File: src/rtl/fp_multiplier_seq.sv
// Multi-cycle floating-point multiplier: radix-2 shift-add significand product,
// round-to-nearest-even, subnormals flushed to zero, valid/ready on both sides.
module fp_multiplier_seq #(
   parameter int EXP_W = 8,
   parameter int MAN_W = 23
) (
   input  logic                 clk,
   input  logic                 rst_n,
   input  logic                 in_valid,
   output logic                 in_ready,
   input  logic [EXP_W+MAN_W:0] a,
   input  logic [EXP_W+MAN_W:0] b,
   output logic                 out_valid,
   input  logic                 out_ready,
   output logic [EXP_W+MAN_W:0] product,
   output logic                 infinity,
   output logic                 nan,
   output logic                 overflow,
   output logic                 underflow,
   output logic                 inexact,
   output logic [2:0]           dbg_state
);

   // Handshake: a transfer happens on a rising edge where valid && ready are both
   // high; a producer holds valid and data until that edge, and the result side
   // keeps product/flags stable while out_valid is high and out_ready is low.

   localparam int SIG_W  = MAN_W + 1;
   localparam int PROD_W = 2 * SIG_W;
   localparam int XE_W   = EXP_W + 2;
   localparam int CNT_W  = $clog2(MAN_W + 2);

   localparam logic [XE_W-1:0]  BIAS_X   = XE_W'((1 << (EXP_W - 1)) - 1);
   localparam logic [XE_W-1:0]  EMAX_X   = XE_W'((1 << EXP_W) - 1);
   localparam logic [CNT_W-1:0] CNT_LAST = CNT_W'(MAN_W);

   typedef enum logic [2:0] {
      S_IDLE = 3'd0,
      S_MUL  = 3'd1,
      S_NORM = 3'd2,
      S_RND  = 3'd3,
      S_DONE = 3'd4
   } state_e;

   typedef enum logic [1:0] {
      C_NORMAL = 2'd0,
      C_NAN    = 2'd1,
      C_INF    = 2'd2,
      C_ZERO   = 2'd3
   } cls_e;

   state_e               state_q, state_d;
   logic [CNT_W-1:0]     cnt_q, cnt_d;
   logic                 sign_q, sign_d;
   logic [EXP_W-1:0]     ea_q, ea_d;
   logic [EXP_W-1:0]     eb_q, eb_d;
   cls_e                 cls_q, cls_d;
   logic [PROD_W-1:0]    mcand_q, mcand_d;
   logic [SIG_W-1:0]     mplier_q, mplier_d;
   logic [PROD_W-1:0]    acc_q, acc_d;
   logic [XE_W-1:0]      exp_q, exp_d;
   logic [MAN_W-1:0]     frac_q, frac_d;
   logic                 guard_q, guard_d;
   logic                 sticky_q, sticky_d;
   logic                 out_valid_q, out_valid_d;
   logic [EXP_W+MAN_W:0] product_q, product_d;
   logic                 infinity_q, infinity_d;
   logic                 nan_q, nan_d;
   logic                 overflow_q, overflow_d;
   logic                 underflow_q, underflow_d;
   logic                 inexact_q, inexact_d;

   logic                 sa, sb;
   logic [EXP_W-1:0]     ea_in, eb_in;
   logic [MAN_W-1:0]     fa_in, fb_in;
   logic                 a_nan, b_nan, a_inf, b_inf, a_zero, b_zero;
   cls_e                 cls_in;

   logic [PROD_W-1:0]    norm_w;
   logic [XE_W-1:0]      exp_norm;
   logic                 round_up, carry;
   logic [MAN_W-1:0]     frac_r;
   logic [XE_W-1:0]      exp_r;

   logic [EXP_W+MAN_W:0] res_product;
   logic                 res_inf, res_nan, res_ovf, res_unf, res_inx;

   assign {sa, ea_in, fa_in} = a;
   assign {sb, eb_in, fb_in} = b;

   // Special-case class is decided once at accept; the datapath still runs so
   // every operation takes the same number of cycles.
   always_comb begin
      a_nan  = (&ea_in) && (fa_in != '0);
      b_nan  = (&eb_in) && (fb_in != '0);
      a_inf  = (&ea_in) && (fa_in == '0);
      b_inf  = (&eb_in) && (fb_in == '0);
      a_zero = (ea_in == '0);
      b_zero = (eb_in == '0);
      cls_in = C_NORMAL;
      if (a_nan || b_nan || (a_inf && b_zero) || (b_inf && a_zero)) begin
         cls_in = C_NAN;
      end else if (a_inf || b_inf) begin
         cls_in = C_INF;
      end else if (a_zero || b_zero) begin
         cls_in = C_ZERO;
      end
   end

   always_comb begin
      norm_w   = acc_q[PROD_W-1] ? acc_q : (acc_q << 1);
      exp_norm = {2'b00, ea_q} + {2'b00, eb_q} - BIAS_X + XE_W'(acc_q[PROD_W-1]);
      round_up = guard_q & (sticky_q | frac_q[0]);
      {carry, frac_r} = {1'b0, frac_q} + {{MAN_W{1'b0}}, round_up};
      exp_r    = exp_q + {{(XE_W-1){1'b0}}, carry};
   end

   // Exponent is two's complement in XE_W bits, so the top bit marks <= -1.
   always_comb begin
      res_product = {sign_q, exp_r[EXP_W-1:0], frac_r};
      res_inf     = 1'b0;
      res_nan     = 1'b0;
      res_ovf     = 1'b0;
      res_unf     = 1'b0;
      res_inx     = guard_q | sticky_q;
      if (cls_q == C_NAN) begin
         res_product = {1'b0, {EXP_W{1'b1}}, 1'b1, {(MAN_W-1){1'b0}}};
         res_nan     = 1'b1;
         res_inx     = 1'b0;
      end else if (cls_q == C_INF) begin
         res_product = {sign_q, {EXP_W{1'b1}}, {MAN_W{1'b0}}};
         res_inf     = 1'b1;
         res_inx     = 1'b0;
      end else if (cls_q == C_ZERO) begin
         res_product = {sign_q, {(EXP_W+MAN_W){1'b0}}};
         res_inx     = 1'b0;
      end else if (!exp_r[XE_W-1] && (exp_r >= EMAX_X)) begin
         res_product = {sign_q, {EXP_W{1'b1}}, {MAN_W{1'b0}}};
         res_inf     = 1'b1;
         res_ovf     = 1'b1;
         res_inx     = 1'b1;
      end else if (exp_r[XE_W-1] || (exp_r == '0)) begin
         res_product = {sign_q, {(EXP_W+MAN_W){1'b0}}};
         res_unf     = 1'b1;
         res_inx     = 1'b1;
      end
   end

   always_comb begin
      state_d     = state_q;
      cnt_d       = cnt_q;
      sign_d      = sign_q;
      ea_d        = ea_q;
      eb_d        = eb_q;
      cls_d       = cls_q;
      mcand_d     = mcand_q;
      mplier_d    = mplier_q;
      acc_d       = acc_q;
      exp_d       = exp_q;
      frac_d      = frac_q;
      guard_d     = guard_q;
      sticky_d    = sticky_q;
      out_valid_d = out_valid_q;
      product_d   = product_q;
      infinity_d  = infinity_q;
      nan_d       = nan_q;
      overflow_d  = overflow_q;
      underflow_d = underflow_q;
      inexact_d   = inexact_q;
      case (state_q)
         S_IDLE: begin
            if (in_valid) begin
               sign_d   = sa ^ sb;
               ea_d     = ea_in;
               eb_d     = eb_in;
               cls_d    = cls_in;
               mcand_d  = {{SIG_W{1'b0}}, 1'b1, fa_in};
               mplier_d = {1'b1, fb_in};
               acc_d    = '0;
               cnt_d    = '0;
               state_d  = S_MUL;
            end
         end
         S_MUL: begin
            acc_d    = acc_q + (mplier_q[0] ? mcand_q : '0);
            mcand_d  = mcand_q << 1;
            mplier_d = mplier_q >> 1;
            if (cnt_q == CNT_LAST) begin
               cnt_d   = '0;
               state_d = S_NORM;
            end else begin
               cnt_d = cnt_q + CNT_W'(1);
            end
         end
         S_NORM: begin
            exp_d    = exp_norm;
            frac_d   = norm_w[PROD_W-2 -: MAN_W];
            guard_d  = norm_w[PROD_W-2-MAN_W];
            sticky_d = |norm_w[PROD_W-3-MAN_W:0];
            state_d  = S_RND;
         end
         S_RND: begin
            product_d   = res_product;
            infinity_d  = res_inf;
            nan_d       = res_nan;
            overflow_d  = res_ovf;
            underflow_d = res_unf;
            inexact_d   = res_inx;
            out_valid_d = 1'b1;
            state_d     = S_DONE;
         end
         S_DONE: begin
            if (out_ready) begin
               out_valid_d = 1'b0;
               state_d     = S_IDLE;
            end
         end
         default: state_d = S_IDLE;
      endcase
   end

   always_ff @(posedge clk or negedge rst_n) begin
      if (!rst_n) begin
         state_q     <= S_IDLE;
         cnt_q       <= '0;
         sign_q      <= 1'b0;
         ea_q        <= '0;
         eb_q        <= '0;
         cls_q       <= C_NORMAL;
         mcand_q     <= '0;
         mplier_q    <= '0;
         acc_q       <= '0;
         exp_q       <= '0;
         frac_q      <= '0;
         guard_q     <= 1'b0;
         sticky_q    <= 1'b0;
         out_valid_q <= 1'b0;
         product_q   <= '0;
         infinity_q  <= 1'b0;
         nan_q       <= 1'b0;
         overflow_q  <= 1'b0;
         underflow_q <= 1'b0;
         inexact_q   <= 1'b0;
      end else begin
         state_q     <= state_d;
         cnt_q       <= cnt_d;
         sign_q      <= sign_d;
         ea_q        <= ea_d;
         eb_q        <= eb_d;
         cls_q       <= cls_d;
         mcand_q     <= mcand_d;
         mplier_q    <= mplier_d;
         acc_q       <= acc_d;
         exp_q       <= exp_d;
         frac_q      <= frac_d;
         guard_q     <= guard_d;
         sticky_q    <= sticky_d;
         out_valid_q <= out_valid_d;
         product_q   <= product_d;
         infinity_q  <= infinity_d;
         nan_q       <= nan_d;
         overflow_q  <= overflow_d;
         underflow_q <= underflow_d;
         inexact_q   <= inexact_d;
      end
   end

   assign in_ready  = (state_q == S_IDLE);
   assign out_valid = out_valid_q;
   assign product   = product_q;
   assign infinity  = infinity_q;
   assign nan       = nan_q;
   assign overflow  = overflow_q;
   assign underflow = underflow_q;
   assign inexact   = inexact_q;
   assign dbg_state = state_q;

endmodule
File: config.mk
export PLATFORM = sky130hd
export DESIGN_NAME = fp_multiplier_seq
export DESIGN_NICKNAME = d
export VERILOG_FILES = /design/src/rtl/fp_multiplier_seq.sv
export SDC_FILE = /design/constraint.sdc
export NUM_CORES = 1
export LEC_CHECK = 0
export ABC_CLOCK_PERIOD_IN_PS = 5000
export CAP_MARGIN = 25
export CORE_UTILIZATION = 28
export DETAILED_ROUTE_END_ITERATION = 8
export PLACE_DENSITY = 0.52
export SETUP_SLACK_MARGIN = 0.05
export SYNTH_ARGS = -nofsm -noshare
export SYNTH_HDL_FRONTEND = slang
export SYNTH_SLANG_ARGS = --single-unit
File: constraint.sdc
create_clock -name clk -period 5 [get_ports clk]
set_clock_uncertainty 0.05 [all_clocks]
set_input_delay 1.25 -clock clk [delete_from_list [all_inputs] [get_ports clk]]
set_output_delay 1.25 -clock clk [all_outputs]
set_load 0.02 [all_outputs]
# Word level (Yosys, flattened, before mapping)
# Cells that the tools add are included.
# totals
inputBits,68
regBits,220
output_inout_bits,42
# classes
n_mux,42
reduce_logical,31
n_eq_ne,11
bitwise_logic,4
n_addsub,7
magnitude_cmp,1
# ops
operator,count
$pmux W48 S2,2
$mux W48,3
$mux W31,4
$add A48 B48 Y48,1
$pmux W24 S2,1
$mux W47,1
$logic_not A23 Y1,2
$reduce_bool A23 Y1,2
$mux W32,1
$add A23 B1 Y24,1
$mux W24,1
$reduce_or A23 Y1,1
$add A10 B1 Y10,2
$mux W1,18
$logic_not A8 Y1,2
$reduce_and A8 Y1,2
$pmux W3 S5,1
$ge A10 B8 Y1 const B,1
$logic_not A10 Y1,1
$mux W5,2
$pmux W5 S2,1
$sub A9 B7 Y10 const B,1
$add A8 B8 Y9,1
$mux W3,3
20 further kinds,41

# Logic depth before layout (Yosys ltp)
# Gate-level depths: netlist (run 1).
# logic_depth
ltp_word,11
mapped_depth,19
depth_no_buf,19

# Least setup slack after synthesis (run 1)
# OpenSTA, ideal clock, no wires.
# synth_path
path_type,reg-to-reg
start,register sticky_q
end,register product_q[10] (netlist: product[10])
path_slack_ns,1.363
arrival_ns,3.454
synth_period_minus_slack_ns,3.637
path_buffers,1
stages_incl_launch_ff,20
setup_ns,0.133
path_cell_list,dfrtp_1 > o21a_1 > ha_1 > nand2_1 > nor2_1 > nand2_1 > nor2_1 > nand3_1 > nor2_1 > and3_1 > ha_1 > ha_1 > xor2_1 > nand3_1 > o41ai_1 > a41o_1 > nand2b_1 > nand2b_1 > clkbuf_1 > o21ai_0
# synth_between
elab_chain_cells,11
# synth_rtl
element,line,rtl
start: declaration,64,"logic sticky_q, sticky_d;"
start signal: assignment,257,sticky_q <= sticky_d;
$or A1 B1 Y1 (*),113,round_up = guard_q & (sticky_q | frac_q[0]);
$and A1 B1 Y1 (*),113,
$add A23 B1 Y24 (*),114,"{carry, frac_r} = {1'b0, frac_q} + {{MAN_W{1'b0}}, round_up};"
"parallel branches: the longest is 4 deep, another holds $add A10 B1 Y10",n/a,
$mux W31 (*),137,end else if (!exp_r[XE_W-1] && (exp_r >= EMAX_X)) begin
$mux W31 (*),134,end else if (cls_q == C_ZERO) begin
$mux W31 (*),130,end else if (cls_q == C_INF) begin
$mux W32 (*),126,if (cls_q == C_NAN) begin
end signal: assignment,259,product_q <= product_d;
end: declaration,66,"logic [EXP_W+MAN_W:0] product_q, product_d;"
# Mark *: on every way between the ends.
# A chain may end at the register's enable or synchronous reset.

# Worst setup path after layout (run 1)
# layout_path
start,register sticky_q
end,register product_q[18] (netlist: product[18])
# Same word-level chain as after synthesis.

==> results.cfg, run 1 <==
[clock_tree]
clock-sinks = 220
post_cts_hold_buffer_count = 0
insertion_delay_to_the_later_sink_of_the_worst_skew_pair_ns = 0.57
cts_inserted_buffers = 27
number_of_levels_in_the_clock_h_tree = 1
tritoncts = built
clk_path_buf_depth = 3
clk_pin_slew_ns = 0.06
clk_tree_root_cell = clkbuf_16

[die]
die-area_um2 = 47800
starting_density_of_the_core = 0.283
die_width_um = 219
boundaryPins = 110
core_region_area_um2 = 46500
die_h_um = 219
rows = 79

[sta]
max_slew_margin = 0.347
setup_total_negative_slack_ns = 0
post-route-worst-setup-slack_ns = 0.708
fmax_ghz = 0.233
hold_viol = 0
grt_setup_unrepaired = false
timing_worst_slew_pin_value_ns = 0.976
layout_worst_path_cycle_share = 0.858
fin_crit_ns = 4.29
setup-violations-final = 0
finalHoldWorstSlack_ns = 0.414
final-max-slew-violation-count = 0

[hold_path]
min-delay-start = product[31]$_DFFE_PN0P_
hold-path-endpoint = product[31]$_DFFE_PN0P_
hold_path_depth = 2
hold_class = reg -> reg

[route]
dr_total_vias = 10971
ant_nets = 0
detail_route.drc_violations = 0
route.detailed.wl_per_inst_um = 15.6
dr.pass1.iters = 5
drtIter0Drc = 593
viasPerCell = 4.92
drt_wl_total_mm = 34.7

[setup_path]
slowest_delay_ns = 0.38
rr_worst_depth = 18
critical_path.reg2reg.startpoint = sticky_q$_DFFE_PN0N_
critical_path.endpoint_type = flip-flop
critPathKind = reg -> reg
critical_path.startpoint_type = flip-flop
crit_chain = o21a_1 > ha_1 > nand2_1 > nor2_1 > nand2_1 > nor2_1 > nand3_1 > nor2_1 > and3_1 > ha_1 > ha_1 > xor2_1 > nand3_1 > o41ai_1 > a41o_1 > nand2b_1 > nand2b_2 > o21ai_0
timing.critical_path.max_delay_family = simple AND/OR/NAND/NOR gates
worst-endpoint-required_ns = 5.39
critical_path_arrival_ns = 4.68
setup.reg_to_reg.worst_slack_ns = 0.71
crit-reg2reg-capture = product[18]$_DFFE_PN0P_
worst_path_max_delay_cell = dfrtp_1
timing.critical_path.buf_inv = 0
crit_fanout = 22

[final_layout]
insertedDiodeCount = 0
synthToLayoutAreaGrowth_pct = 18.6
final_layout_size_suffix_gt1_frac = 0.0511
fin_nets = 1744
layout.cell_area.non_filler_um2 = 15600
stdcell_count = 2231
final_design_utilization = 0.335

[synthesis]
synth.top_cells.by_count = nand2_1 (319), dfrtp_1 (220), o21ai_0 (146)
post-synth-top-area-fraction = 0.419
yosys.cell_types.count = 78
mappedNetlistArea_um2 = 13100
synth-edff-count = 0
post_synthesis_net_count = 1678
avgSynthCellArea_um2 = 8.53
post-synth-top-area-cell = dfrtp_1
yosys_register_bits = 220
yosys-top-cells-area = dfrtp_1 (42%), nand2_1 (9.1%), ha_1 (6.5%), o21ai_0 (5.6%), nor2_1 (3.0%)
synth_seq_area_share = 0.419
postSynth.asyncResetShare = 1.00
synth.yosys.warnings = 0
syn-instance-count = 1540
count_leader_synth = nand2_1
synthFlopType = dfrtp_1

[power]
power_mw = 9.50
power.leakage_nw = 6.80
cellPowerDensity_nw_per_um2 = 610
vdd.ir_drop.worst_uv = 289

[placement]
globalplace.congestion = 0.898
post_dp_cell_area_um2 = 14700
dpl.hpwl_mm = 25.2
buffer_ports.inserted = 109
post-place-ws_ns = 0.405
numPlacedInstances = 2184

[global_routing]
wire_length_of_the_first_global_routing_pass_mm = 57.6
vias_in_the_first_global_route = 10883
antenna_found_initial = 0
globalRouteOverflowTotal = 0
grt_util_overall = 0.147
grt_start_max_net_pins = 93

[status]
run_status = completed

[flow_run]
number_of_max_capacitance_violations_reported = 0
worst max path at each step:
stage                          from                 endpoint  slack, ns  cells past startpoint
2_1_floorplan  sticky_q$_DFFE_PN0N_  product[10]$_DFFE_PN0P_       1.36                     19
3_3_place_gp   sticky_q$_DFFE_PN0N_  product[13]$_DFFE_PN0P_       0.55                     18
3_5_place_dp   sticky_q$_DFFE_PN0N_  product[20]$_DFFE_PN0P_       0.40                     18
4_1_cts        sticky_q$_DFFE_PN0N_  product[18]$_DFFE_PN0P_       0.36                     18
5_1_grt         guard_q$_DFFE_PN0N_  product[17]$_DFFE_PN0P_       0.16                     18
6_report       sticky_q$_DFFE_PN0N_  product[18]$_DFFE_PN0P_       0.71                     18
flip-flops by register name (all words and copies together), names as in the netlist:
register / flops
acc_q: 48
cls_q: 2
cnt_q: 5
dbg_state: 3
ea_q: 8
eb_q: 8
exp_q: 10
frac_q: 23
guard_q: 1
inexact: 1
infinity: 1
mcand_q: 48
mplier_q: 24
nan: 1
out_valid: 1
overflow: 1
product: 32
sign_q: 1
sticky_q: 1
underflow: 1
kinds of logic after synthesis:
group / synth area share
simple gates: 0.227
compound gates: 0.176
xor+xnor: 0.0513
buf+inv: 0.0398
mux: 0.0183
fa+ha+maj: 0.0678
flops: 0.419
cell type report:
| type | count | area [µm²] |
|---|---|---|
| inverter | 33 | 124 |
| multi-input combinational | 1201 | 7130 |
| clock buffer | 37 | 743 |
| sequential | 220 | 5510 |
| clock inverter | 10 | 97.6 |
| fill | 4902 | 30900 |
| timing repair buffer | 123 | 1210 |
| tap | 607 | 759 |
cell usage in the layout (no fill, tap or decap), drive strengths merged, types with 3 or more instances in the layout:
master         synthesis  layout
a211oi                14      14
a21boi                 3       3
a21o                  26      26
a21oi                 70      70
a22oi                 25      25
a31oi                  9       9
a32o                   3       3
and2                  53      53
and3                  12      12
and4                   7       7
buf                   17      15
clkbuf                66      37
clkdlybuf4s50          1     108
clkinv                 0       7
dfrtp                220     220
ha                    68      68
inv                   33      35
mux2i                 24      24
nand2                320     320
nand2b                 6       6
nand3                 72      72
nand3b                 4       4
nand4                 19      19
nor2                 105     105
nor2b                 10      10
nor3                  13      13
nor4                  20      20
o211ai                 4       4
o21a                   4       4
o21ai                150     150
o21bai                16      16
o22ai                 22      22
o31ai                  7       7
o41ai                  3       3
or3                    6       6
xnor2                 39      39
xor2                  38      38
report_power, final:
group | leakage (nW) | switching, mW | internal, mW
clock | 0.419 | 0.797 | 1.09
combinational | 3.53 | 2.74 | 1.70
sequential | 2.84 | 0.652 | 2.52
total | 6.80 | 4.19 | 5.31
layer usage:
layer / vias up / wire length (µm) / global-route usage / share of wire
met5: - / 0 / 0 / 0
met4: 0 / 757 / 0.0361 / 0.022
met3: 47 / 1290 / 0.0209 / 0.037
met2: 172 / 15600 / 0.240 / 0.45
met1: 5220 / 17100 / 0.205 / 0.49
li1: 5532 / - / - / -
tightest hold or removal path: cells and delay by family, from the launching register on:
| family | cells | cell delay [ns] |
|---|---|---|
| flops | 1 | 0.34 |
| simple gates | 2 | 0.09 |
what timing repair did:
action	CTS	global route
buffers inserted	0	0
endpoints found under the setup margin	0	22
gates resized for setup	0	1
Power figures use the tool's default switching activity.
==> run 2, diff against run 1 <==
--- a/config.mk
+++ b/config.mk
@@ -5,11 +5,11 @@
 export SDC_FILE = /design/constraint.sdc
 export NUM_CORES = 1
 export LEC_CHECK = 0
-export ABC_CLOCK_PERIOD_IN_PS = 5000
+export ABC_CLOCK_PERIOD_IN_PS = 3900
 export CAP_MARGIN = 25
 export CORE_UTILIZATION = 28
 export DETAILED_ROUTE_END_ITERATION = 8
-export PLACE_DENSITY = 0.52
+export PLACE_DENSITY = 0.54
 export SETUP_SLACK_MARGIN = 0.05
 export SYNTH_ARGS = -nofsm -noshare
 export SYNTH_HDL_FRONTEND = slang
==> constraint.sdc (replaced) <==
create_clock -name clk -period 3.9 [get_ports clk]
set_clock_uncertainty 0.05 [all_clocks]
set_input_delay 0.975 -clock clk [delete_from_list [all_inputs] [get_ports clk]]
set_output_delay 0.975 -clock clk [all_outputs]
set_load 0.02 [all_outputs]
==> results.cfg, run 2 (synthesis results as in run 1) <==
[status]
run_status = completed

[route]
dr_total_vias = 11126
viasPerCell = 4.96
route.detailed.wl_per_inst_um = 15.4
detail_route.drc_violations = 0
drtIter0Drc = 674
dr.pass1.iters = 5
ant_nets = 0
drt_wl_total_mm = 34.6

[power]
cellPowerDensity_nw_per_um2 = 773
power_mw = 12.2
power.leakage_nw = 6.87
vdd.ir_drop.worst_uv = 322

[global_routing]
antenna_found_initial = 0
globalRouteOverflowTotal = 0
vias_in_the_first_global_route = 11041
grt_start_max_net_pins = 91
wire_length_of_the_first_global_routing_pass_mm = 57.5
grt_util_overall = 0.147

[setup_path]
slowest_delay_ns = 0.41
crit-reg2reg-capture = acc_q[44]$_DFFE_PN0P_
critical_path_arrival_ns = 3.92
critPathKind = reg -> reg
critical_path.endpoint_type = flip-flop
critical_path.startpoint_type = flip-flop
worst_path_max_delay_cell = fa_1
cp_num_cells = 13
rr_worst_depth = 13
critical_path.reg2reg.startpoint = mplier_q[0]$_DFFE_PN0P_
worst-endpoint-required_ns = 4.27
timing.critical_path.buf_inv = 1
crit_path_start = mplier_q[0]$_DFFE_PN0P_
setup.worst_path.end = acc_q[44]$_DFFE_PN0P_
setup.reg_to_reg.worst_slack_ns = 0.35
timing.critical_path.max_delay_family = compound AO/OA/AOI/OAI gates
crit_fanout = 31
crit_chain = buf_12 > and2_1 > ha_1 > fa_1 > a21o_1 > a21oi_1 > o21bai_1 > o21a_1 > o21ai_1 > a2111oi_2 > o21ai_0 > nand3_1 > a32o_1

[final_layout]
layout_common_cells = nand2_1 (317), dfrtp_1 (220), o21ai_0 (146), clkdlybuf4s50_1 (108), nor2_1 (102)
most_frequent_standard_cell_in_the_layout_excluding_fill_and_tap_cells = nand2_1
synthToLayoutAreaGrowth_pct = 20.1
stdcell_count = 2245
fin_nets = 1759
n_fill_cell = 4877
final_design_utilization = 0.340
final_layout_size_suffix_gt1_frac = 0.0629
insertedDiodeCount = 0

[clock_tree]
clock-sinks = 220
number_of_levels_in_the_clock_h_tree = 1
clk_tree_root_cell = clkbuf_16
clk_pin_slew_ns = 0.06
insertion_delay_to_the_later_sink_of_the_worst_skew_pair_ns = 0.54
cts.repair_timing.setup_buffer_count = 0
clk_path_buf_depth = 3
tritoncts = built
post_cts_hold_buffer_count = 0
post_cts.resized_instances = 0
cts_inserted_buffers = 26

[placement]
numPlacedInstances = 2199
buffer_ports.inserted = 109
dpl.hpwl_mm = 25.4
globalplace.congestion = 0.864

[die]
die_h_um = 219
core_region_area_um2 = 46500
starting_density_of_the_core = 0.283
die-area_um2 = 47800
boundaryPins = 110
die_width_um = 219
rows = 79

[sta]
final-max-slew-violation-count = 0
max_slew_margin = 0.471
setup_total_negative_slack_ns = 0
fin_crit_ns = 3.55
hold_viol = 0
setup-violations-final = 0
timing_worst_slew_pin_value_ns = 0.790
grt_setup_unrepaired = true
fmax_ghz = 0.281
finalHoldWorstSlack_ns = 0.415
layout_worst_path_cycle_share = 0.911

[hold_path]
hold_class = reg -> reg

[flow_run]
number_of_max_capacitance_violations_reported = 0
==> run 2: per-layer routing <==
metal | wire [µm] | vias to the layer above | GRT usage | part of all wire
li1 | - | 5557 | - | -
met1 | 16300 | 5333 | 0.199 | 0.47
met2 | 16100 | 188 | 0.245 | 0.47
met3 | 1360 | 48 | 0.0159 | 0.039
met4 | 732 | 0 | 0.0420 | 0.021
met5 | 0 | - | 0 | 0
==> run 2: per-stage QoR <==
stage | setup WS [ns] | cell area, µm²
finish | 0.346 | 15800
global route | 0.0568 | 15800
CTS | 0.0622 | 15700
detailed placement | 0.0909 | 14900
global placement | 0.186 | 14900
floorplan | 0.263 | 13100
==> run 2: worst min-delay path by stage <==
stage,from,end,depth (start not counted)
2_1_floorplan,mplier_q[10]$_DFFE_PN0P_,mplier_q[10]$_DFFE_PN0P_,2
3_3_place_gp,product[31]$_DFFE_PN0P_,product[31]$_DFFE_PN0P_,2
3_5_place_dp,product[31]$_DFFE_PN0P_,product[31]$_DFFE_PN0P_,2
4_1_cts,product[31]$_DFFE_PN0P_,product[31]$_DFFE_PN0P_,2
5_1_grt,product[31]$_DFFE_PN0P_,product[31]$_DFFE_PN0P_,2
6_report,product[31]$_DFFE_PN0P_,product[31]$_DFFE_PN0P_,2
==> run 2: power by group <==
group | switching, mW | leakage, nW | internal [mW]
registers | 0.834 | 2.84 | 3.23
logic | 3.53 | 3.64 | 2.29
clock network | 0.942 | 0.386 | 1.37
==> run 2: cell type report <==
| type | instances | area (µm²) | area share |
|---|---|---|---|
| timing repair buffer | 139 | 1380 | 0.0871 |
| sequential | 220 | 5510 | 0.349 |
| clock buffer | 40 | 744 | 0.0472 |
| multi-input combinational | 1201 | 7220 | 0.457 |
| clock inverter | 5 | 52.6 | 0.00333 |
| tap | 607 | 759 | 0.0481 |
| inverter | 33 | 124 | 0.00785 |
==> run 2: worst register-to-register path: stages (launching register included) <==
cell	delay [ns]
dfrtp_1	0.40
buf_12	0.17
and2_1	0.16
ha_1	0.21
fa_1	0.41
a21o_1	0.17
a21oi_1	0.21
o21bai_1	0.12
o21a_1	0.24
o21ai_1	0.40
a2111oi_2	0.19
o21ai_0	0.32
nand3_1	0.12
a32o_1	0.26
